### config.mk
export PLATFORM = sky130hd
export DESIGN_NAME = data_island_packet_receiver_flat
export DESIGN_NICKNAME = d
export VERILOG_FILES = /design/src/rtl/data_island_packet_receiver_if.sv /design/src/rtl/data_island_packet_receiver.sv /design/src/flat_wrapper.sv
export SDC_FILE = /design/constraint.sdc
export NUM_CORES = 1
export LEC_CHECK = 0
export CAP_MARGIN = 20
export CORE_MARGIN = 1
export CORE_UTILIZATION = 56
export DETAILED_ROUTE_END_ITERATION = 12
export GPL_TIMING_DRIVEN = 0
export PLACE_DENSITY_LB_ADDON = 0.2
export SYNTH_ARGS = -nofsm -noshare
export SYNTH_HDL_FRONTEND = slang
export SYNTH_SLANG_ARGS = --single-unit
### constraint.sdc
create_clock -name pixelClock -period 2.88 [get_ports pixelClock]
set_input_delay 0.432 -clock pixelClock [delete_from_list [all_inputs] [get_ports pixelClock]]
set_output_delay 0.432 -clock pixelClock [all_outputs]
set_load 0.02 [all_outputs]
### src/rtl/data_island_packet_receiver_if.sv
// Character-in / packet-out bundle between an HDMI TMDS lane aligner and the data island receiver.
// master drives the three word-aligned TMDS characters and slave returns the decoded packets.
interface data_island_packet_receiver_if;
  logic [9:0]  channel0;
  logic [9:0]  channel1;
  logic [9:0]  channel2;
  logic        dataIslandActive;
  logic        packetValid;
  logic [23:0] header;
  logic [55:0] subpacket0;
  logic [55:0] subpacket1;
  logic [55:0] subpacket2;
  logic [55:0] subpacket3;
  logic        headerEccOk;
  logic [3:0]  subpacketEccOk;
  logic        hSyncOut;
  logic        vSyncOut;
  logic        islandError;

  modport master (
    output channel0, channel1, channel2,
    input  dataIslandActive, packetValid, header, subpacket0, subpacket1, subpacket2,
           subpacket3, headerEccOk, subpacketEccOk, hSyncOut, vSyncOut, islandError
  );

  modport slave (
    input  channel0, channel1, channel2,
    output dataIslandActive, packetValid, header, subpacket0, subpacket1, subpacket2,
           subpacket3, headerEccOk, subpacketEccOk, hSyncOut, vSyncOut, islandError
  );
endinterface

### src/rtl/data_island_packet_receiver.sv
// HDMI sink data island receiver: tracks preamble/guard bands, TERC4-decodes each
// 32-character packet into header plus four subpackets and checks their BCH parity bytes.
module data_island_packet_receiver #(
  parameter int unsigned MIN_PREAMBLE = 8,
  parameter int unsigned MAX_PACKETS  = 18
) (
  input logic                          pixelClock,
  input logic                          resetN,
  data_island_packet_receiver_if.slave rx
);
  localparam int unsigned NSUB      = 4;
  localparam int unsigned HDR_BITS  = 32;
  localparam int unsigned SUB_BITS  = 64;
  localparam logic [9:0]  PRE_CODE  = 10'b0010101011;
  localparam logic [9:0]  GB_CODE   = 10'b0100110011;
  localparam logic [7:0]  BCH_POLY  = 8'h83;

  typedef enum logic [2:0] {S_IDLE, S_PRE, S_LGB, S_PKT, S_TGB} state_e;

  // Returns {valid, nibble}; anything outside the 16 TERC4 codes is invalid.
  function automatic logic [4:0] terc4_dec(input logic [9:0] c);
    case (c)
      10'b1010011100: terc4_dec = 5'h10;
      10'b1001100011: terc4_dec = 5'h11;
      10'b1011100100: terc4_dec = 5'h12;
      10'b1011100010: terc4_dec = 5'h13;
      10'b0101110001: terc4_dec = 5'h14;
      10'b0100011110: terc4_dec = 5'h15;
      10'b0110001110: terc4_dec = 5'h16;
      10'b0100111100: terc4_dec = 5'h17;
      10'b1011001100: terc4_dec = 5'h18;
      10'b0100111001: terc4_dec = 5'h19;
      10'b0110011100: terc4_dec = 5'h1A;
      10'b1011000110: terc4_dec = 5'h1B;
      10'b1010001110: terc4_dec = 5'h1C;
      10'b1001110001: terc4_dec = 5'h1D;
      10'b0101100011: terc4_dec = 5'h1E;
      10'b1011000011: terc4_dec = 5'h1F;
      default:        terc4_dec = 5'h00;
    endcase
  endfunction

  function automatic logic [7:0] bch_step(input logic [7:0] e, input logic b);
    bch_step = (e >> 1) ^ ((e[0] ^ b) ? BCH_POLY : 8'h00);
  endfunction

  state_e                        state_q, state_d;
  logic [3:0]                    pre_cnt_q, pre_cnt_d;
  logic [4:0]                    idx_q, idx_d;
  logic [4:0]                    pkt_cnt_q, pkt_cnt_d;
  logic                          more_q, more_d;
  logic [HDR_BITS-1:0]           hdr_sr_q, hdr_sr_d;
  logic [7:0]                    hdr_ecc_q, hdr_ecc_d;
  logic [NSUB-1:0][SUB_BITS-1:0] sp_sr_q, sp_sr_d;
  logic [NSUB-1:0][7:0]          sp_ecc_q, sp_ecc_d;
  logic [23:0]                   header_q, header_d;
  logic [NSUB-1:0][55:0]         sub_q, sub_d;
  logic                          hdr_ok_q, hdr_ok_d;
  logic [NSUB-1:0]               sp_ok_q, sp_ok_d;
  logic                          active_q, active_d;
  logic                          valid_q, valid_d;
  logic                          err_q, err_d;
  logic                          hsync_q, hsync_d;
  logic                          vsync_q, vsync_d;

  logic [4:0] t0_c, t1_c, t2_c;
  logic       is_pre_c, is_gb_c, data_ok_c, first_c, take_c;

  assign t0_c      = terc4_dec(rx.channel0);
  assign t1_c      = terc4_dec(rx.channel1);
  assign t2_c      = terc4_dec(rx.channel2);
  assign is_pre_c  = (rx.channel1 == PRE_CODE) && (rx.channel2 == PRE_CODE);
  assign is_gb_c   = (rx.channel1 == GB_CODE) && (rx.channel2 == GB_CODE) &&
                     t0_c[4] && t0_c[3] && t0_c[2];
  // ch0 bit 3 flags "not the first character of a packet".
  assign data_ok_c = t0_c[4] && t1_c[4] && t2_c[4] && (t0_c[3] == (idx_q != 5'd0));
  assign first_c   = (idx_q == 5'd0);

  always_comb begin
    state_d   = state_q;
    pre_cnt_d = pre_cnt_q;
    idx_d     = idx_q;
    pkt_cnt_d = pkt_cnt_q;
    more_d    = more_q;
    hdr_sr_d  = hdr_sr_q;
    hdr_ecc_d = hdr_ecc_q;
    sp_sr_d   = sp_sr_q;
    sp_ecc_d  = sp_ecc_q;
    header_d  = header_q;
    sub_d     = sub_q;
    hdr_ok_d  = hdr_ok_q;
    sp_ok_d   = sp_ok_q;
    active_d  = 1'b0;
    valid_d   = 1'b0;
    err_d     = 1'b0;
    take_c    = 1'b0;

    case (state_q)
      S_IDLE: begin
        if (is_pre_c) begin
          state_d   = S_PRE;
          pre_cnt_d = 4'd1;
        end
      end
      S_PRE: begin
        if (is_pre_c) begin
          if (pre_cnt_q != 4'hF) pre_cnt_d = pre_cnt_q + 4'd1;
        end else if (is_gb_c && (32'(pre_cnt_q) >= MIN_PREAMBLE)) begin
          state_d  = S_LGB;
          active_d = 1'b1;
        end else begin
          state_d = S_IDLE;
        end
      end
      S_LGB: begin
        if (is_gb_c) begin
          state_d   = S_PKT;
          idx_d     = 5'd0;
          pkt_cnt_d = 5'd0;
          more_d    = 1'b0;
          active_d  = 1'b1;
        end else begin
          state_d = S_IDLE;
          err_d   = 1'b1;
        end
      end
      S_PKT: begin
        // more_q marks the character right after a completed packet.
        if (more_q && is_gb_c) begin
          state_d  = S_TGB;
          more_d   = 1'b0;
          active_d = 1'b1;
        end else if (!data_ok_c || (more_q && (32'(pkt_cnt_q) >= MAX_PACKETS))) begin
          state_d = S_IDLE;
          err_d   = 1'b1;
        end else begin
          take_c   = 1'b1;
          active_d = 1'b1;
        end
      end
      S_TGB: begin
        state_d = S_IDLE;
        if (is_gb_c) active_d = 1'b1;
        else         err_d    = 1'b1;
      end
      default: state_d = S_IDLE;
    endcase

    hsync_d = active_d ? t0_c[0] : hsync_q;
    vsync_d = active_d ? t0_c[1] : vsync_q;

    // Deserialize one packet character; ECC runs over data bits only.
    if (take_c) begin
      hdr_sr_d = {t0_c[2], hdr_sr_q[HDR_BITS-1:1]};
      if (idx_q < 5'd24) hdr_ecc_d = bch_step(first_c ? 8'h00 : hdr_ecc_q, t0_c[2]);
      idx_d  = idx_q + 5'd1;
      more_d = (idx_q == 5'd31);
      for (int k = 0; k < NSUB; k++) begin
        sp_sr_d[k] = {t2_c[k], t1_c[k], sp_sr_q[k][SUB_BITS-1:2]};
        if (idx_q < 5'd28)
          sp_ecc_d[k] = bch_step(bch_step(first_c ? 8'h00 : sp_ecc_q[k], t1_c[k]), t2_c[k]);
        if (idx_q == 5'd31) begin
          sub_d[k]   = sp_sr_d[k][55:0];
          sp_ok_d[k] = (sp_ecc_d[k] == sp_sr_d[k][63:56]);
        end
      end
      if (idx_q == 5'd31) begin
        valid_d   = 1'b1;
        header_d  = hdr_sr_d[23:0];
        hdr_ok_d  = (hdr_ecc_d == hdr_sr_d[31:24]);
        pkt_cnt_d = pkt_cnt_q + 5'd1;
      end
    end
  end

  always_ff @(posedge pixelClock or negedge resetN) begin
    if (!resetN) begin
      state_q   <= S_IDLE;
      pre_cnt_q <= '0;
      idx_q     <= '0;
      pkt_cnt_q <= '0;
      more_q    <= 1'b0;
      hdr_sr_q  <= '0;
      hdr_ecc_q <= '0;
      sp_sr_q   <= '0;
      sp_ecc_q  <= '0;
      header_q  <= '0;
      sub_q     <= '0;
      hdr_ok_q  <= 1'b0;
      sp_ok_q   <= '0;
      active_q  <= 1'b0;
      valid_q   <= 1'b0;
      err_q     <= 1'b0;
      hsync_q   <= 1'b0;
      vsync_q   <= 1'b0;
    end else begin
      state_q   <= state_d;
      pre_cnt_q <= pre_cnt_d;
      idx_q     <= idx_d;
      pkt_cnt_q <= pkt_cnt_d;
      more_q    <= more_d;
      hdr_sr_q  <= hdr_sr_d;
      hdr_ecc_q <= hdr_ecc_d;
      sp_sr_q   <= sp_sr_d;
      sp_ecc_q  <= sp_ecc_d;
      header_q  <= header_d;
      sub_q     <= sub_d;
      hdr_ok_q  <= hdr_ok_d;
      sp_ok_q   <= sp_ok_d;
      active_q  <= active_d;
      valid_q   <= valid_d;
      err_q     <= err_d;
      hsync_q   <= hsync_d;
      vsync_q   <= vsync_d;
    end
  end

  assign rx.dataIslandActive = active_q;
  assign rx.packetValid      = valid_q;
  assign rx.header           = header_q;
  assign rx.subpacket0       = sub_q[0];
  assign rx.subpacket1       = sub_q[1];
  assign rx.subpacket2       = sub_q[2];
  assign rx.subpacket3       = sub_q[3];
  assign rx.headerEccOk      = hdr_ok_q;
  assign rx.subpacketEccOk   = sp_ok_q;
  assign rx.hSyncOut         = hsync_q;
  assign rx.vSyncOut         = vsync_q;
  assign rx.islandError      = err_q;
endmodule

### src/flat_wrapper.sv
// flat-port wrapper written by rule: the top's interface ports become plain ports
module data_island_packet_receiver_flat 
#(
  parameter int unsigned MIN_PREAMBLE = 8,
  parameter int unsigned MAX_PACKETS  = 18
)
  (pixelClock, resetN, rx_channel0, rx_channel1, rx_channel2, rx_dataIslandActive, rx_packetValid, rx_header, rx_subpacket0, rx_subpacket1, rx_subpacket2, rx_subpacket3, rx_headerEccOk, rx_subpacketEccOk, rx_hSyncOut, rx_vSyncOut, rx_islandError);
  data_island_packet_receiver_if rx_i ();
  input logic pixelClock;
  input logic resetN;
  input wire logic [$bits(rx_i.channel0)-1:0] rx_channel0;
  input wire logic [$bits(rx_i.channel1)-1:0] rx_channel1;
  input wire logic [$bits(rx_i.channel2)-1:0] rx_channel2;
  output wire logic [$bits(rx_i.dataIslandActive)-1:0] rx_dataIslandActive;
  output wire logic [$bits(rx_i.packetValid)-1:0] rx_packetValid;
  output wire logic [$bits(rx_i.header)-1:0] rx_header;
  output wire logic [$bits(rx_i.subpacket0)-1:0] rx_subpacket0;
  output wire logic [$bits(rx_i.subpacket1)-1:0] rx_subpacket1;
  output wire logic [$bits(rx_i.subpacket2)-1:0] rx_subpacket2;
  output wire logic [$bits(rx_i.subpacket3)-1:0] rx_subpacket3;
  output wire logic [$bits(rx_i.headerEccOk)-1:0] rx_headerEccOk;
  output wire logic [$bits(rx_i.subpacketEccOk)-1:0] rx_subpacketEccOk;
  output wire logic [$bits(rx_i.hSyncOut)-1:0] rx_hSyncOut;
  output wire logic [$bits(rx_i.vSyncOut)-1:0] rx_vSyncOut;
  output wire logic [$bits(rx_i.islandError)-1:0] rx_islandError;
  assign rx_i.channel0 = rx_channel0;
  assign rx_i.channel1 = rx_channel1;
  assign rx_i.channel2 = rx_channel2;
  assign rx_dataIslandActive = rx_i.dataIslandActive;
  assign rx_packetValid = rx_i.packetValid;
  assign rx_header = rx_i.header;
  assign rx_subpacket0 = rx_i.subpacket0;
  assign rx_subpacket1 = rx_i.subpacket1;
  assign rx_subpacket2 = rx_i.subpacket2;
  assign rx_subpacket3 = rx_i.subpacket3;
  assign rx_headerEccOk = rx_i.headerEccOk;
  assign rx_subpacketEccOk = rx_i.subpacketEccOk;
  assign rx_hSyncOut = rx_i.hSyncOut;
  assign rx_vSyncOut = rx_i.vSyncOut;
  assign rx_islandError = rx_i.islandError;
  data_island_packet_receiver #(.MIN_PREAMBLE(MIN_PREAMBLE), .MAX_PACKETS(MAX_PACKETS)) u_core (.pixelClock(pixelClock), .resetN(resetN), .rx(rx_i));
endmodule
==> results of run 1 <==
[timing repair]
item	4_1_cts	5_1_grt
pin swaps	1	6
gates cloned	0	1
hold buffers	1	0
buffers inserted	0	9
hold endpoints to repair	64	0
gates resized for setup	85	118
endpoints found under the setup margin	562	560
[worst min path at each step]
stage | start | end | cells after the start
5_1_grt | resetN | u_core.rx.subpacket0[0]$_DFFE_PN0P_ | 2
3_5_place_dp | resetN | u_core.rx.subpacket0[0]$_DFFE_PN0P_ | 1
2_1_floorplan | resetN | u_core.hdr_ecc_q[0]$_DFFE_PN0P_ | 0
6_report | resetN | u_core.rx.subpacket0[0]$_DFFE_PN0P_ | 2
4_1_cts | resetN | u_core.rx.subpacket0[0]$_DFFE_PN0P_ | 2
3_3_place_gp | u_core.rx.subpacket3[53]$_DFFE_PN0P_ | u_core.rx.subpacket3[53]$_DFFE_PN0P_ | 2
[final cells by class]
cell class | instances | area share
Clock buffer | 86 | 0.0539
Tap cell | 592 | 0.0233
Timing Repair Buffer | 295 | 0.0958
Inverter | 22 | 0.00259
Multi-Input combinational cell | 2163 | 0.315
Buffer | 161 | 0.0349
Clock inverter | 16 | 0.00746
Sequential cell | 595 | 0.467
[power by group]
part	switching (W)	leakage [nW]	total, W	internal [W]
registers	0.0000000000327	8.29	0.00836	0.00836
clock network	0.00316	0.970	0.00778	0.00462
logic	0.000265	7.63	0.000376	0.000111
[per-layer routing]
layer | global-route usage | vias to the layer above | routed length (µm)
li1 | - | 9987 | -
met1 | 0.397 | 10400 | 28200
met2 | 0.480 | 623 | 32700
met3 | 0.0306 | 136 | 3470
met4 | 0.0901 | 0 | 2040
met5 | 0 | - | 0
[worst max-delay path, stage by stage]
cell,delay [ns]
clkdlybuf4s50_1,0.64
nand4bb_1,0.26
nor2_1,0.09
a31oi_2,0.34
nand4_1,0.22
o21a_1,0.24
buf_6,0.14
nand3_4,0.17
clkbuf_1,0.54
o21ai_0,0.17
[sequential cells by signal, indices dropped and copies added (netlist names), 24 cells and up]
name and flops:
u_core.rx.subpacket3 56, u_core.rx.subpacket0 56, u_core.rx.header 24, u_core.sp_ecc_q 32
u_core.hdr_sr_q 31, u_core.rx.subpacket2 56, u_core.sp_sr_q 248, u_core.rx.subpacket1 56
[through the flow]
step | area (µm²) | TNS [ns] | setup WS (ns)
after floorplan | 25600 | 0 | 0.286
after global placement | 29100 | - | -23.98
after detailed placement | 29300 | -577.71 | -1.26
after CTS | 31400 | -0.0488 | -0.0181
after global routing | 31900 | -0.0245 | -0.00957
final | 31900 | 0 | 0.0899
[kinds of logic (layout without fill, tap and decap cells)]
family | Yosys count | after routing | synth area share
AO/OA/AOI/OAI | 172 | 172 | 0.0431
XOR/XNOR | 88 | 88 | 0.0317
adder cells (fa/ha/maj) | 7 | 7 | 0.00342
buffers and inverters | 185 | 580 | 0.0347
flip-flops | 595 | 595 | 0.582
multiplexers | 14 | 14 | 0.00587
AND/OR/NAND/NOR | 1882 | 1882 | 0.300
[layout by cell type, fill, tap and decap left out, types with 22 or more instances in the layout]
| cell type | count |
|---|---|
| xnor2_1 | 48 |
| nor2_1 | 33 |
| a21oi_1 | 25 |
| o21ai_0 | 55 |
| clkbuf_1 | 32 |
| o21ai_1 | 22 |
| clkbuf_16 | 58 |
| buf_2 | 24 |
| nand2_1 | 1665 |
| nand3_1 | 27 |
| dfrtp_1 | 595 |
| xor2_1 | 37 |
| buf_4 | 44 |
| clkbuf_2 | 41 |
| clkdlybuf4s50_1 | 274 |
| buf_6 | 22 |
| inv_1 | 22 |
==> results.md, run 1 <==
- 1st-pass router iterations: 8
- DR vias: 21,200
- Initial Util: 0.574
- Worst setup endpoint: u_core.pkt_cnt_q[1]$_DFF_PN0_
- Drt drc: 0
- Slew @ Worst Pin: 0.754 ns
- Cell count after synthesis: 2,943
- Total power: 0.0165 W
- Vias/cell: approximately 5.4
- Synth cell types: 75
- Vias in the first global route: roughly 21,000
- Post-synth EDFFs: 0
- Max Fclk: around 360 MHz
- Reg area: 14,900 µm²
- Hold Crit Class: primary input to asynchronous set/reset pin
- Worst hold margin: 0.403 ns
- Synth Net Count: a little under 3,000
- CTS Root Cell: clkbuf_16
- Die height: 216 µm
- Synth Warn #: 0
- Number of max-cap violations: 0
- Post-synthesis sequential area ratio: 0.582
- CTS tree: done
- Initial antenna violation count: 0
- Synth top area share: 0.582
- Row cnt: 77
- Placed instance count: 3,819
- Post-synth top area cell: dfrtp_1
- Gr usage total: 0.287
- Worst Reg-to-Reg Cells: 11
- Clk_lat worst skew: 0.61 ns
- Critical path type: primary input to flop
- Tcrit/Tclk final: 0.969
- Top cells by area, synth: dfrtp_1 (58%), nand2_1 (24%), xnor2_1 (1.6%)
- Die area: 46,600 µm²
- Clock Path Buffers: 3
- Iter 0 DRT Violations: 1,872
- Num Clock Sinks: 595
- Filler Cells Inserted: 3,345
- Fin. Hold Viols: 0
- Nets: about 3,300
- Final wirelength: 66.4 mm
- PD cells: between 500 and 600 nW/µm²
- Avg WL per Cell: 16.9 µm
- Worst VDD drop: around 0.00047 V
- Port bufs: roughly 280
- Setup violations, final: 0
- Most frequent cell after synthesis: nand2_1
- Setup crit start: rx_channel1[4]
- Worst r2r src: u_core.idx_q[0]$_DFFE_PN0P_
- Max H-tree Level: 2
- Largest net degree at the start of global routing: 128
- Status: completed
- Core ar.: ~45,000 µm²
- Slew margin rel.: 0.496
- Post-synth ARST share: 1.00
- P_leak: 16.9 nW
- Die Span X: ~220 µm
- First-pass GRT wire length: 107 mm
- Leading register cell type out of synthesis: dfrtp_1
- Synthesis-to-finish area growth: 24.4%
- HPWL after DPL: about 47 mm
- RR Endpoint: u_core.rx.headerEccOk$_DFFE_PN0P_
- Share of cells above drive strength 1: 0.0881
- Post-synth top cells: nand2_1 (1,666), dfrtp_1 (595), clkbuf_1 (66)
- Critical path required time: between 3 and 4 ns
- CP endpoint kind: flop
- Max Slew Vio Count: 0
- Worst-path clk slew: 0.07 ns
- WP data arrival: 3.25 ns
- Synth Register Bits: 595
- Cell area after synthesis: 25,600 µm²
- Mapped Avg Cell Area: 8.70 µm²
- Multi-input logic area: 10,000 µm²
- Placer Congestion: 0.892
- Fin cells: 3,930
- Final Core Density: 0.714
- Crit path time final: 2.79 ns
- CP Max Fanout: 10
- CP startpoint kind: primary input
- Remaining antenna violation count: 0
- Antenna diode count: 0
- Total CTS buffers: 57
- IO Pins: 290
- Total global routing overflow: 0
- R2r setup slk: 0.13 ns
- Setup Skew: 0.0189 ns
No activity file was read; power rests on OpenSTA's default activity.
==> run 2, diff against run 1 <==
--- a/config.mk
+++ b/config.mk
@@ -7,7 +7,7 @@
 export LEC_CHECK = 0
 export CAP_MARGIN = 20
 export CORE_MARGIN = 1
-export CORE_UTILIZATION = 56
+export CORE_UTILIZATION = 51
 export DETAILED_ROUTE_END_ITERATION = 12
 export GPL_TIMING_DRIVEN = 0
 export PLACE_DENSITY_LB_ADDON = 0.2
==> constraint.sdc (replaced) <==
create_clock -name pixelClock -period 2.4 [get_ports pixelClock]
set_input_delay 0.36 -clock pixelClock [delete_from_list [all_inputs] [get_ports pixelClock]]
set_output_delay 0.36 -clock pixelClock [all_outputs]
set_load 0.02 [all_outputs]
==> results.md, run 2 (synthesized netlist as in run 1, its figures left out) <==
- Met3 Use GR: 0.0407 (was 0.0306)
- P_leak: 17.8 nW (was 16.9 nW)
- Critical path type: flop to flop (was primary input to flop)
- Number of max-cap violations: 0 (unchanged)
- Placed instance count: 3,891 (was 3,819)
- PD cells: 603 nW/µm² (was 518 nW/µm²)
- DP Area: 29,500 µm² (was 29,300 µm²)
- CP endpoint kind: flop (unchanged)
- Hold Crit Class: primary input to flop (was primary input to asynchronous set/reset pin)
- Max H-tree Level: 2 (unchanged)
- Core ar.: 49,300 µm² (was 44,600 µm²)
- Die height: 226 µm (was 216 µm)
- Die Span X: 226 µm (was 216 µm)
- Setup violations, final: 532 (was 0)
- GRT busiest layer: met2 (unchanged)
- Drt drc: 0 (unchanged)
- WP data arrival: 3.24 ns (was 3.25 ns)
- Gr usage total: 0.261 (was 0.287)
- Share of cells above drive strength 1: 0.118 (was 0.0881)
- Nets: 3,398 (was 3,334)
- Bufs and invs on worst path: 2 (was 3)
- CP Max Fanout: 5 (was 10)
- Initial antenna violation count: 0 (unchanged)
- CP peak stage delay: 0.51 ns (was 0.64 ns)
- Die area: 51,100 µm² (was 46,600 µm²)
- CP max-delay cell: or4b_4 (was clkdlybuf4s50_1)
- Worst hold margin: 0.294 ns (was 0.403 ns)
- Reg area: 14,900 µm² (unchanged)
- Met1 Track Usage GR: 0.352 (was 0.397)
- Failing checks: setup timing
- Clk_lat worst skew: 0.62 ns (was 0.61 ns)
- Setup Skew: 0.0207 ns (was 0.0189 ns)
- Total global routing overflow: 0 (unchanged)
- Slew margin rel.: 0.513 (was 0.496)
- Initial Util: 0.520 (was 0.574)
- Max Slew Vio Count: 0 (unchanged)
- Antenna diode count: 0 (unchanged)
- CTS tree: done (unchanged)
- RSZ-0062 raised after global routing: yes
- IO Pins: 290 (unchanged)
- Row cnt: 81 (was 77)
- Post-route cell area: 33,700 µm² (was 31,900 µm²)
- Total CTS buffers: 60 (was 57)
- Final wirelength: 69.7 mm (was 66.4 mm)
- Vias in the first global route: 20,600 (about the same)
- Max Fclk: roughly 370 MHz
- Tcrit/Tclk final: 1.12
- Setup WS post-layout: -0.297 ns (was 0.0899 ns)
- Crit path time final: about 2.7 ns
- Worst-path clk slew: 0.07 ns (about the same)
- Vias/cell: 5.31 (was 5.39)
- First-pass GRT wire length: 106 mm (was 107 mm)
- Port bufs: 279 (unchanged)
- Met2 Use GR: 0.427 (was 0.480)
- Placer Congestion: 0.887 (was 0.892)
- HPWL after DPL: 46.4 mm (was 46.7 mm)
- Status: finished with violations (was completed)
- Crit-path cells: inv_1 -> ha_2 -> or4b_4 -> buf_8 -> and3_4 -> a21oi_2 -> xnor2_1 -> nor4_1 -> nand3_1 -> or4_1 -> o21ai_1 (was clkdlybuf4s50_1 -> nand4bb_1 -> nor2_1 -> a31oi_2 -> nand4_1 -> o21a_1 -> buf_6 -> nand3_4 -> clkbuf_1 -> o21ai_0)
- CTS Root Cell: clkbuf_16 (unchanged)
- CP startpoint kind: flop (was primary input)
- DR vias: 21,600 (was 21,200)
- Largest register by flop count: u_core.sp_sr_q (unchanged)
- Worst VDD drop: 0.000558 V (was 0.000472 V)
- Fin. Hold Viols: 0 (unchanged)
- Iter 0 DRT Violations: 1,665 (was 1,872)
- Crit path max-delay family: simple AND/OR/NAND/NOR gates (was buffers and inverters)
- 1st-pass router iterations: 7 (was 8)
- Commonest non-fill, non-tap cells in the layout: nand2_1 (1,662), dfrtp_1 (595), clkdlybuf4s50_1 (259) (was nand2_1 (1,665), dfrtp_1 (595), clkdlybuf4s50_1 (274))
- Filler Cells Inserted: 3,821 (was 3,345)
- Multi-input logic area: 10,200 µm² (was 10,000 µm²)
- Largest net degree at the start of global routing: 128 (unchanged)
- Fin cells: 4,069 (was 3,930)
- Avg WL per Cell: 17.1 µm (was 16.9 µm)
- Clock Path Buffers: 3 (unchanged)
- Max reg flops: 248 (unchanged)
- Slew @ Worst Pin: 0.730 ns (was 0.754 ns)
- Critical path required time: 2.94 ns (was 3.34 ns)
- Commonest non-fill, non-tap cell in the layout: nand2_1 (unchanged)
- Num Clock Sinks: 595 (unchanged)
- Remaining antenna violation count: 0 (unchanged)
- Synthesis-to-finish area growth: 31.8% (was 24.4%)
==> run 2: where the power goes <==
part / switching [W] / internal, W
Sequential: 0.0000000000440 / 0.0100
Combinational: 0.000328 / 0.000149
Clock: 0.00394 / 0.00589
Total: 0.00427 / 0.0161
==> run 2: routing by layer <==
layer,routed length [µm],up-vias
li1,-,10100
met1,29800,10600
met2,33300,673
met3,4240,132
met4,2310,0
met5,0,-
==> run 2: repair_timing <==
action	CTS	global route
hold buffers	1	0
setup buffers	19	27
hold endpoints to repair	124	0
cloned	3	21
setup endpoints to repair	587	588
resized for setup	183	235
pin swaps	6	21
==> run 2: worst paths after layout <==
| path | start | to | slack (ns) | cells past startpoint |
|---|---|---|---|---|
| max | u_core.idx_q[0]$_DFFE_PN0P_ | u_core.rx.headerEccOk$_DFFE_PN0P_ | -0.30 | 11 |
| min | rx_channel1[9] | u_core.pre_cnt_q[2]$_DFFE_PN0P_ | 0.29 | 4 |
| max reg2reg | u_core.idx_q[0]$_DFFE_PN0P_ | u_core.rx.headerEccOk$_DFFE_PN0P_ | -0.30 | 11 |
| min reg2reg | u_core.rx.subpacket2[24]$_DFFE_PN0P_ | u_core.rx.subpacket2[24]$_DFFE_PN0P_ | 0.46 | 2 |
| max in group asynchronous | resetN | u_core.rx.subpacket3[32]$_DFFE_PN0P_ | 0.38 | 5 |
| min in group asynchronous | resetN | u_core.rx.subpacket0[23]$_DFFE_PN0P_ | 0.40 | 3 |
==> run 2: worst register-to-register path, stage by stage (launching register included) <==
cell and delay [ns]:
dfrtp_1 0.40, inv_1 0.08, ha_2 0.17, or4b_4 0.51
buf_8 0.16, and3_4 0.16, a21oi_2 0.12, xnor2_1 0.08
nor4_1 0.29, nand3_1 0.12, or4_1 0.41, o21ai_1 0.13
==> run 2: stage by stage <==
step | utilization | setup slack, ns | total power (W) | setup TNS [ns]
final | 0.685 | -0.297 | 0.0203 | -52.13
after global routing | 0.685 | -0.376 | 0.0209 | -85.62
after CTS | 0.658 | -0.274 | 0.0205 | -75.36
after detailed placement | 0.600 | -1.53 | 0.0107 | -706.90
after global placement | 0.597 | -24.60 | 0.0106 | -
after floorplan | - | -0.0914 | 0.0104 | -5.62
==> run 2: layout make-up <==
| type | instances | area share |
|---|---|---|
| Sequential cell | 595 | 0.441 |
| Buffer | 162 | 0.0497 |
| Inverter | 22 | 0.00245 |
| Timing Repair Buffer | 355 | 0.116 |
| Clock inverter | 21 | 0.00998 |
| Clock buffer | 87 | 0.0517 |
| Multi-Input combinational cell | 2163 | 0.304 |
| Tap cell | 664 | 0.0246 |
==> run 3, diff against run 2 <==
--- a/config.mk
+++ b/config.mk
@@ -8,9 +8,11 @@
 export CAP_MARGIN = 20
 export CORE_MARGIN = 1
 export CORE_UTILIZATION = 51
+export CTS_CLUSTER_SIZE = 25
 export DETAILED_ROUTE_END_ITERATION = 12
 export GPL_TIMING_DRIVEN = 0
 export PLACE_DENSITY_LB_ADDON = 0.2
+export SETUP_SLACK_MARGIN = 0.3
 export SYNTH_ARGS = -nofsm -noshare
 export SYNTH_HDL_FRONTEND = slang
 export SYNTH_SLANG_ARGS = --single-unit
==> results.md, run 3 (synthesized netlist as in run 1, its figures left out) <==
- Status: finished with violations (unchanged)
- Failing checks: setup timing (unchanged)
- HPWL after DPL: 46.0 mm (was 46.4 mm)
- Crit path time final: 2.70 ns (about the same)
- Synthesis-to-finish area growth: 40.8% (was 31.8%)
- CP startpoint kind: flop (unchanged)
- Clk_lat worst skew: 0.64 ns (was 0.62 ns)
- Total CTS buffers: 59 (was 60)
- WP data arrival: 3.22 ns (was 3.24 ns)
- Final wirelength: 75.8 mm (was 69.7 mm)
- Hold Crit Class: primary input to flop (unchanged)
- Dpl ws: -1.24 ns (was -1.53 ns)
- CTS tree: done (unchanged)
- Commonest non-fill, non-tap cell in the layout: nand2_1 (unchanged)
- Setup violations, final: 570 (was 532)
- Nets: 3,460 (was 3,398)
- Post-route setup TNS: -76.16 ns (was -52.13 ns)
- Vias/cell: 5.36 (was 5.31)
- Row cnt: 81 (unchanged)
- Reg power frac: 0.496 (was 0.493)
- Critical path type: flop to flop (unchanged)
- Vias in the first global route: 20,600 (about the same)
- RSZ-0062 raised after global routing: yes (unchanged)
- Max Slew Vio Count: 0 (unchanged)
- Largest net degree at the start of global routing: 131 (was 128)
- Commonest non-fill, non-tap cells in the layout: nand2_1 (1,498), dfrtp_1 (595), clkdlybuf4s50_1 (258) (was nand2_1 (1,662), dfrtp_1 (595), clkdlybuf4s50_1 (259))
- RR Endpoint: u_core.sp_sr_q[157]$_DFFE_PN0P_ (was u_core.rx.headerEccOk$_DFFE_PN0P_)
- Worst Reg-to-Reg Cells: 14 (was 11)
- Setup WS post-layout: -0.303 ns (was -0.297 ns)
- Tcrit/Tclk final: 1.13 (was 1.12)
- Remaining antenna violation count: 0 (unchanged)
- IO Pins: 290 (unchanged)
- Worst VDD drop: 0.000608 V (was 0.000558 V)
- Largest register by flop count: u_core.sp_sr_q (unchanged)
- Initial Util: 0.520 (unchanged)
- Worst-path clk slew: 0.06 ns (was 0.07 ns)
- Critical path required time: 2.92 ns (was 2.94 ns)
- CP max-delay cell: or4_4 (was or4b_4)
- PD cells: 561 nW/µm² (was 603 nW/µm²)
- CP peak stage delay: 0.59 ns (was 0.51 ns)
- CP endpoint kind: flop (unchanged)
- R2r setup slk: -0.30 ns (about the same)
- Clock Path Buffers: 3 (unchanged)
- Placer Congestion: 0.893 (was 0.887)
- DR vias: 22,100 (was 21,600)
- Setup Skew: 0.0209 ns (was 0.0207 ns)
- Worst Hold End: u_core.pre_cnt_q[2]$_DFFE_PN0P_ (unchanged)
- Combinational fraction of design power: 0.024 (was 0.023)
- 1st-pass router iterations: 8 (was 7)
- Max Fclk: 370 MHz (was 371 MHz)
- P_int: 0.0159 W (was 0.0161 W)
- Worst r2r src: u_core.pkt_cnt_q[0]$_DFF_PN0_ (was u_core.idx_q[0]$_DFFE_PN0P_)
- Die area: 51,100 µm² (unchanged)
- Port bufs: 279 (unchanged)
- Max reg flops: 248 (unchanged)
- Total power: 0.0202 W (was 0.0203 W)
- Core ar.: 49,300 µm² (unchanged)
- Gr usage total: 0.265 (was 0.261)
- Max H-tree Level: 2 (unchanged)
- Crit-path cells: inv_1 -> ha_2 -> or4_4 -> nand3_4 -> o21a_1 -> buf_6 -> buf_6 -> nand3_4 -> buf_12 -> buf_16 -> buf_12 -> clkbuf_16 -> nand2_2 -> nand2_1 (was inv_1 -> ha_2 -> or4b_4 -> buf_8 -> and3_4 -> a21oi_2 -> xnor2_1 -> nor4_1 -> nand3_1 -> or4_1 -> o21ai_1)
- Initial antenna violation count: 0 (unchanged)
- CP Max Fanout: 7 (was 5)
- Die height: 226 µm (unchanged)
- Share of cells above drive strength 1: 0.189 (was 0.118)
- Fin. Hold Viols: 0 (unchanged)
- Avg WL per Cell: 18.3 µm (was 17.1 µm)
- Number of max-cap violations: 0 (unchanged)
- Antenna diode count: 0 (unchanged)
- Num Clock Sinks: 595 (unchanged)
- NetSw: 0.00432 W (was 0.00427 W)
- Total global routing overflow: 0 (unchanged)
- Hold Crit Start: rx_channel1[9] (unchanged)
- First-pass GRT wire length: 108 mm (was 106 mm)
- P_leak: 19.0 nW (was 17.8 nW)
- Die Span X: 226 µm (unchanged)
- Switching part of the total power: 0.214 (was 0.210)
- Iter 0 DRT Violations: 1,823 (was 1,665)
- Hold depth: 4 (unchanged)
- Drt drc: 0 (unchanged)
- CTS Root Cell: clkbuf_16 (unchanged)
- Clock share of power: 0.480 (was 0.483)
- Slew margin rel.: 0.414 (was 0.513)
- Slew @ Worst Pin: 0.879 ns (was 0.730 ns)
## run 3: changes by cell type in the layout (fill, tap and decap cells not counted), sizes merged, moves of 2 or more
| cell | before | now |
|---|---|---|
| clkinvlp | 5 | 3 |
| dlymetal6s2s | 12 | 5 |
| clkdlybuf4s15 | 0 | 2 |
| buf | 182 | 214 |
| bufinv | 8 | 5 |
| clkbuf | 144 | 174 |
| dlygate4sd2 | 6 | 12 |
| clkinv | 6 | 14 |
## run 3: power by group through the flow
| stage | clock, W | sequential, W | combinational, W |
|---|---|---|---|
| floorplan | 0 | 0.0102 | 0.000153 |
| global placement | 0 | 0.0102 | 0.000426 |
| detailed placement | 0 | 0.0102 | 0.000468 |
| CTS | 0.00980 | 0.0100 | 0.000478 |
| global route | 0.0102 | 0.0100 | 0.000546 |
| finish | 0.00969 | 0.0100 | 0.000483 |
## run 3: worst max-delay path by stage
stage	start	endpoint	slack (ns)	cells past startpoint
3_3_place_gp	resetN	u_core.rx.subpacket3[34]$_DFFE_PN0P_	-24.55	1
5_1_grt	u_core.idx_q[0]$_DFFE_PN0P_	u_core.rx.headerEccOk$_DFFE_PN0P_	-0.38	11
3_5_place_dp	rx_channel1[8]	u_core.rx.subpacket3[36]$_DFFE_PN0P_	-1.24	12
2_1_floorplan	u_core.idx_q[0]$_DFFE_PN0P_	u_core.rx.headerEccOk$_DFFE_PN0P_	-0.05	11
6_report	u_core.pkt_cnt_q[0]$_DFF_PN0_	u_core.sp_sr_q[157]$_DFFE_PN0P_	-0.30	14
4_1_cts	u_core.idx_q[1]$_DFFE_PN0P_	u_core.rx.headerEccOk$_DFFE_PN0P_	-0.19	11
## run 3: what timing repair did
item	in CTS	in global routing
setup endpoints to repair	590	712
hold buffers	1	0
pin swaps	20	183
endpoints found under the hold margin	111	0
resized for setup	114	563
cloned	3	62
setup buffers	20	47
## run 3: cell type report
cell class / count / area (µm²)
repair buffers: 416 / 5110
well taps: 664 / 831
clock buffers: 88 / 1800
clock inverters: 23 / 263
multi-input cells: 2164 / 11000
inverters: 22 / 82.6
flip-flops and latches: 595 / 14900
plain buffers: 163 / 2060
fillers: 3495 / 13200
## run 3: through the flow
stage | cell area, µm² | hold slack (ns) | instances | utilization
after global routing | 36000 | 0.262 | 4135 | 0.732
after detailed placement | 29900 | 0.456 | 3891 | 0.608
final | 36000 | 0.253 | 4135 | 0.732
after global placement | 29800 | 0.451 | 3886 | 0.605
after floorplan | 26200 | 0.0644 | 2943 | -
after CTS | 32500 | 0.281 | 4026 | 0.661
## run 3: per-layer routing
| layer | track usage | vias to the layer above | wire [µm] |
|---|---|---|---|
| met2 | 0.433 | 686 | 37800 |
| met4 | 0.0878 | 0 | 2380 |
| met5 | 0 | - | 0 |
| met1 | 0.364 | 11100 | 31400 |
| met3 | 0.0377 | 137 | 4180 |
| li1 | - | 10300 | - |
## run 3: worst max-delay path, delay by kind of cell, from the launching register on
kind / cells / cell delay (ns)
AO/OA/AOI/OAI: 1 / 0.14
adder cells (fa/ha/maj): 1 / 0.18
buffers and inverters: 7 / 0.93
flip-flops: 1 / 0.36
AND/OR/NAND/NOR: 5 / 0.98
